`src/rtl/booth_seq_multiplier.sv`:
```
// Sequential radix-2 Booth multiplier: one add/subtract-then-shift step per clock,
// start/busy/done handshake, product held until the next completion.
module booth_seq_multiplier #(
  parameter int unsigned WIDTH = 5
) (
  input  logic                 clk,
  input  logic                 rst_n,
  input  logic                 start,
  input  logic [WIDTH-1:0]     multiplicand,
  input  logic [WIDTH-1:0]     multiplier,
  output logic                 busy,
  output logic                 done,
  output logic [2*WIDTH-1:0]   product
);

  localparam int unsigned AW = WIDTH + 1;
  localparam int unsigned PW = 2 * WIDTH;
  localparam int unsigned CW = $clog2(WIDTH + 1);

  typedef enum logic {
    IDLE = 1'b0,
    RUN  = 1'b1
  } state_t;

  state_t          state_q, state_d;
  logic [AW-1:0]   m_q, m_d;
  logic [AW-1:0]   a_q, a_d;
  logic [WIDTH-1:0] q_q, q_d;
  logic            qm1_q, qm1_d;
  logic [CW-1:0]   count_q, count_d;
  logic            busy_q, busy_d;
  logic            done_q, done_d;
  logic [PW-1:0]   product_q, product_d;
  logic [AW-1:0]   a_sum;

  // Next-state: accept in IDLE, one Booth step per cycle in RUN, publish on last step
  always_comb begin
    state_d   = state_q;
    m_d       = m_q;
    a_d       = a_q;
    q_d       = q_q;
    qm1_d     = qm1_q;
    count_d   = count_q;
    busy_d    = busy_q;
    done_d    = 1'b0;
    product_d = product_q;
    a_sum     = a_q;

    unique case (state_q)
      IDLE: begin
        if (start) begin
          m_d     = {multiplicand[WIDTH-1], multiplicand};
          a_d     = '0;
          q_d     = multiplier;
          qm1_d   = 1'b0;
          count_d = CW'(WIDTH);
          busy_d  = 1'b1;
          state_d = RUN;
        end
      end
      RUN: begin
        // A is one bit wider than the operands, so A - M never overflows
        unique case ({q_q[0], qm1_q})
          2'b01:   a_sum = a_q + m_q;
          2'b10:   a_sum = a_q - m_q;
          default: a_sum = a_q;
        endcase
        a_d     = {a_sum[AW-1], a_sum[AW-1:1]};
        q_d     = {a_sum[0], q_q[WIDTH-1:1]};
        qm1_d   = q_q[0];
        count_d = count_q - CW'(1);
        if (count_q == CW'(1)) begin
          product_d = {a_d[WIDTH-1:0], q_d};
          done_d    = 1'b1;
          busy_d    = 1'b0;
          state_d   = IDLE;
        end
      end
      default: state_d = IDLE;
    endcase
  end

  // State and datapath registers, cleared asynchronously
  always_ff @(posedge clk or negedge rst_n) begin
    if (!rst_n) begin
      state_q   <= IDLE;
      m_q       <= '0;
      a_q       <= '0;
      q_q       <= '0;
      qm1_q     <= 1'b0;
      count_q   <= '0;
      busy_q    <= 1'b0;
      done_q    <= 1'b0;
      product_q <= '0;
    end else begin
      state_q   <= state_d;
      m_q       <= m_d;
      a_q       <= a_d;
      q_q       <= q_d;
      qm1_q     <= qm1_d;
      count_q   <= count_d;
      busy_q    <= busy_d;
      done_q    <= done_d;
      product_q <= product_d;
    end
  end

  assign busy    = busy_q;
  assign done    = done_q;
  assign product = product_q;

endmodule

```
`config.mk`:
```
export PLATFORM = sky130hd
export DESIGN_NAME = booth_seq_multiplier
export DESIGN_NICKNAME = d
export VERILOG_FILES = /design/src/rtl/booth_seq_multiplier.sv
export SDC_FILE = /design/constraint.sdc
export NUM_CORES = 1
export LEC_CHECK = 0
export ABC_AREA = 1
export ABC_CLOCK_PERIOD_IN_PS = 6100
export BUFFER_PORTS_ARGS = -buffer_cell sky130_fd_sc_hd__buf_2
export CORE_MARGIN = 2
export CORE_UTILIZATION = 45
export CTS_BUF_LIST = sky130_fd_sc_hd__clkbuf_4 sky130_fd_sc_hd__clkbuf_8
export DETAILED_ROUTE_END_ITERATION = 10
export HOLD_SLACK_MARGIN = 0.15
export PLACE_DENSITY_LB_ADDON = 0.3
export SKIP_LAST_GASP = 1
export SYNTH_ARGS = -nofsm -noshare
export SYNTH_HDL_FRONTEND = slang
export SYNTH_SLANG_ARGS = --single-unit
```
`constraint.sdc`:
```
create_clock -name clk -period 6.1 [get_ports clk]
set_clock_uncertainty 0.1 [all_clocks]
set_input_delay 1.22 -clock clk [delete_from_list [all_inputs] [get_ports clk]]
set_output_delay 1.22 -clock clk [all_outputs]
set_load 0.02 [all_outputs]
```
After elaboration in Yosys (flattened, before gate mapping)

Index checks and enable logic that the tools add are counted.

Register bits: 33
Output and inout port bits: 12

Add/sub/neg operators: 3
Equality and inequality tests: 5
Multiplexer cells: 17
Bitwise gates (word level): 1
Reduce and logical (&&, ||, !) cells: 3

Operators by type and width:

| operator            | count |
|---|---|
| $pmux 6 s2          | 2 |
| $pmux 5 s2          | 1 |
| $mux 1              | 7 |
| $add 6x6->6         | 1 |
| $mux 6              | 1 |
| $pmux 1 s2          | 3 |
| $pmux 3 s2          | 1 |
| $reduce_and 2->1    | 3 |
| $sub 6x6->6         | 1 |
| $mux 5              | 1 |
| $eq 3x1->1 const B  | 1 |
| $mux 3              | 1 |
| $sub 3x1->3 const B | 1 |
| $eq 2x1->1 const B  | 1 |
| $eq 2x2->1 const B  | 1 |
| $ne 2x1->1 const B  | 1 |
| $ne 2x2->1 const B  | 1 |
| $not 1->1           | 1 |

Logic depth before layout (Yosys ltp)

Depth after elaboration: 3
Mapped depth: 18
Mapped depth without buffers: 18

Worst setup path before layout

OpenSTA, ideal clock, no wires.

Path kind: register -> register
From: register q_q[0]
To: register a_q[4]
Setup time: 116 ps
Arrival: 1,942 ps
Data required time: 5,884 ps
Setup slack: 3,942 ps
Stages on the path, launching flop included: 16
Path through: dfrtp_1 -> ha_1 -> buf_2 -> a21oi_1 -> xor2_1 -> inv_1 -> ha_1 -> nand2_2 -> nor3_2 -> nor2_1 -> nand2_1 -> nand3_1 -> nand2_1 -> nand2_1 -> nand2_1 -> nand2_1

Word-level cells in the longest chain between the ends: 3
Elaborated cells between the ends (all ways): 4

Ends and longest elaborated chain:

| what                                            | RTL line | text |
|---|---|---|
| start, declared                                 | 28       | `logic [WIDTH-1:0] q_q, q_d;` |
| start signal, assigned                          | 99       | `q_q <= q_d;` |
| $eq 2x2->1 / $eq 2x1->1 (equally long branches) | 63       | `unique case ({q_q[0], qm1_q})` |
| $pmux 6 s2 *                                    | 63       |  |
| $pmux 6 s2 *                                    | 49       | `unique case (state_q)` |
| end signal, assigned                            | 88       | `a_q <= '0;` |
| end signal, assigned                            | 98       | `a_q <= a_d;` |
| end, declared                                   | 27       | `logic [AW-1:0] a_q, a_d;` |

Every way passes the cells marked *; elsewhere a longest branch is shown, timed or not.
A chain may end at the register's enable or synchronous reset.

Worst setup path in the final report

From: register m_q[1]
To: register a_q[2]

Word-level cells in the longest chain between the ends: 3
Elaborated cells between the ends (all ways): 4

Ends and longest elaborated chain:

| what                                              | RTL line | text |
|---|---|---|
| start, declared                                   | 26       | `logic [AW-1:0] m_q, m_d;` |
| start signal, assigned                            | 97       | `m_q <= m_d;` |
| $sub 6x6->6 / $add 6x6->6 (equally long branches) | 65, 64   |  |
| $pmux 6 s2 *                                      | 63       |  |
| $pmux 6 s2 *                                      | 49       |  |

Marks and branches as above.

==> results.ini <==
[status]
status = finished, final reports clean

[sta]
worstMarginPinSlew_ps = 682
fmax_mhz = 424
hold_viol = 0
finalCritPeriodShare_pct = 38.7
final-setup-viol-count = 0
slew_headroom_pct = 54.6
fin_tns_setup_ps = 0
period_minus_slack_ps = 2360
worst_slack_ps = 3740
rsz0062_at_grt = no
report.final.slew_viol_count = 0

[floorplanning]
coreArea_mm2 = 0.00361
die_w_um = 65.0
die_h_um = 65.0
num_rows = 22
fp.dieArea_mm2 = 0.00422
start_util_pct = 46.4
ioPinCount = 25

[setup_path]
crit_arrival_ps = 2440
rr_worst_depth = 13
r2r_end = a_q[2]
critPathLaunchType = flop
worstSetupPathType = flop to flop
endpoint_kind = flop
r2r_slack_ps = 3740
required_ps = 6180
worstReg2RegStart = m_q[1]
crit_fanout = 3

[clocking]
clock_sinks = 32
post_cts_resized = 0
cts_tree = done
cts.htree.levels = 2
clkTransAtPathRegs_ps = 60
cts_setup_buffers = 0
cts_hold_buf = 0
insertion_delay_ps = 280
cts_root_buffer = clkbuf_8
cts_buffers = 5
clockBufferDepth = 2

[yosys]
synth-seq-cells = 32
postSynthAreaPerCell_um2 = 8.25
syn_inst = 203
seq_area_frac_synth_pct = 47.8
synth_commonest_cells = 73 x nand2_1, 32 x dfrtp_1, 22 x inv_1, 9 x ha_1, 9 x o21ai_0
synth_top_area_cell = dfrtp_1
async_flop_share_pct = 100
syn_area_mm2 = 0.00167
synthTopCellsByArea = dfrtp_1 48%, nand2_1 16%, ha_1 6.7%
ys.warnings.count = 0
ys_types = 25
synth_top_area_share_pct = 47.8
synth_flop_cell = dfrtp_1
synth_nets = 226
synth_edf_count = 0
synth.most_common_cell = nand2_1

[cells_and_area]
nFillCells = 344
post_route_cells_drive_above_1_share_pct = 20.0
area_growth_pct = 16.5
antenna_cells = 0
nets = 252

[route]
ant_nets = 0
vias = 1302
wl_um = 3180
route.detailed.drc = 0
routedWlPerCell_um = 11.4
drt_iter0_markers = 32
via_per_inst = 4.68
drtPass1Iterations = 4

[placement]
portBuffers = 24
dp_slack_ps = 3690
hpwlAfterDp_um = 2380
gp_congestion = 0.857

[hold_path]
min_path_type = flop to flop
holdPathEnd = product[3]
min-delay-start = product[3]
hold_path_depth = 2

[global_route]
grt_pass1_vias = 1237
grtUsageTotal_pct = 17.8
grt_overflow_total = 0
grt_pass1_wl_um = 5560
grt_max_degree = 33
antenna_found_initial = 0

[run]
maxCapViolations = 0

-- worst max-delay path by stage --
| stage | slack (ps) | end | depth (start not counted) | start |
|---|---|---|---|---|
| 6_report | 3740 | a_q[2] | 13 | m_q[1] |
| 3_5_place_dp | 3690 | a_q[2] | 13 | m_q[1] |
| 5_1_grt | 3490 | product[9] | 16 | m_q[1] |
| 3_3_place_gp | 3720 | a_q[2] | 13 | m_q[1] |
| 2_1_floorplan | 3940 | a_q[4] | 15 | q_q[0] |
| 4_1_cts | 3700 | a_q[2] | 13 | m_q[1] |
-- critical path, stage by stage, from the launching register on --
cell and delay (ps):
dfrtp_1 380, inv_1 70, ha_1 270, inv_1 30, o21ai_0 330, inv_1 80, ha_1 270, nand2_1 120
inv_2 50, a21oi_1 170, xor2_1 160, o21ai_1 100, nand2_1 80, nand2_1 50
-- cell usage in the layout (no fill, tap or decap) --
cell type,count
nand2_1,73
dfrtp_1,32
buf_2,24
inv_1,22
o21ai_0,9
ha_1,9
o21ai_1,8
clkbuf_8,7
a21oi_1,6
inv_2,6
nand3_1,6
nor2_1,5
xor2_1,3
o22ai_1,3
xnor2_1,2
nor2_4,2
nand2_2,2
o21ai_2,2
o221ai_1,2
nor2_2,1
nor3_1,1
nor3_2,1
nand4_1,1
o211ai_1,1
fa_1,1
bufinv_16,1
-- cells by family (layout without fill, tap and decap cells) --
kind of cell / after synthesis / in the layout / share of synthesized area, %
xor gates and xnor gates: 5 / 5 / 2.62
adders and majority gates: 10 / 10 / 7.92
DFF: 32 / 32 / 47.8
and+or+nand+nor: 92 / 92 / 23.0
AOI/OAI and AO/OA: 31 / 31 / 10.5
buffers and inverters: 33 / 60 / 8.07
-- state kept, by name (all words and copies together), names as in the netlist --
register / cells
product: 10
a_q: 5
m_q: 5
q_q: 5
count_q: 3
busy: 1
done: 1
qm1_q: 1
state_q: 1
-- per-layer routing --
metal	wire length [µm]	track usage (%)	share of wire, %
met3	153	4.86	4.8
met1	1470	22.7	46
met2	1490	28.1	47
met4	59	7.98	1.9
met5	0	0	0
-- per-stage QoR --
step | instance area [µm²] | hold WS [ps] | instances | utilization, %
floorplan | 1670 | 371 | 203 | -
global placement | 1820 | 349 | 270 | 50.6
detailed placement | 1820 | 353 | 270 | 50.6
CTS | 1950 | 369 | 278 | 54.1
global route | 1950 | 394 | 278 | 54.1
finish | 1950 | 364 | 278 | 54.1
-- final cells by class --
type                    instances  area, µm²  share of cell area, %
flip-flops and latches         32        801                   41.1
multi-input cells             138        738                   37.8
repair buffers                 24        120                   6.16
inverters                      28        105                   5.39
clock buffers                   7       96.3                   4.94
well taps                      48       60.1                   3.08
clock inverters                 1       30.0                   1.54
Power is not shown: default switching activity piles up to over one toggle a cycle in this logic, so the estimate is an artifact.
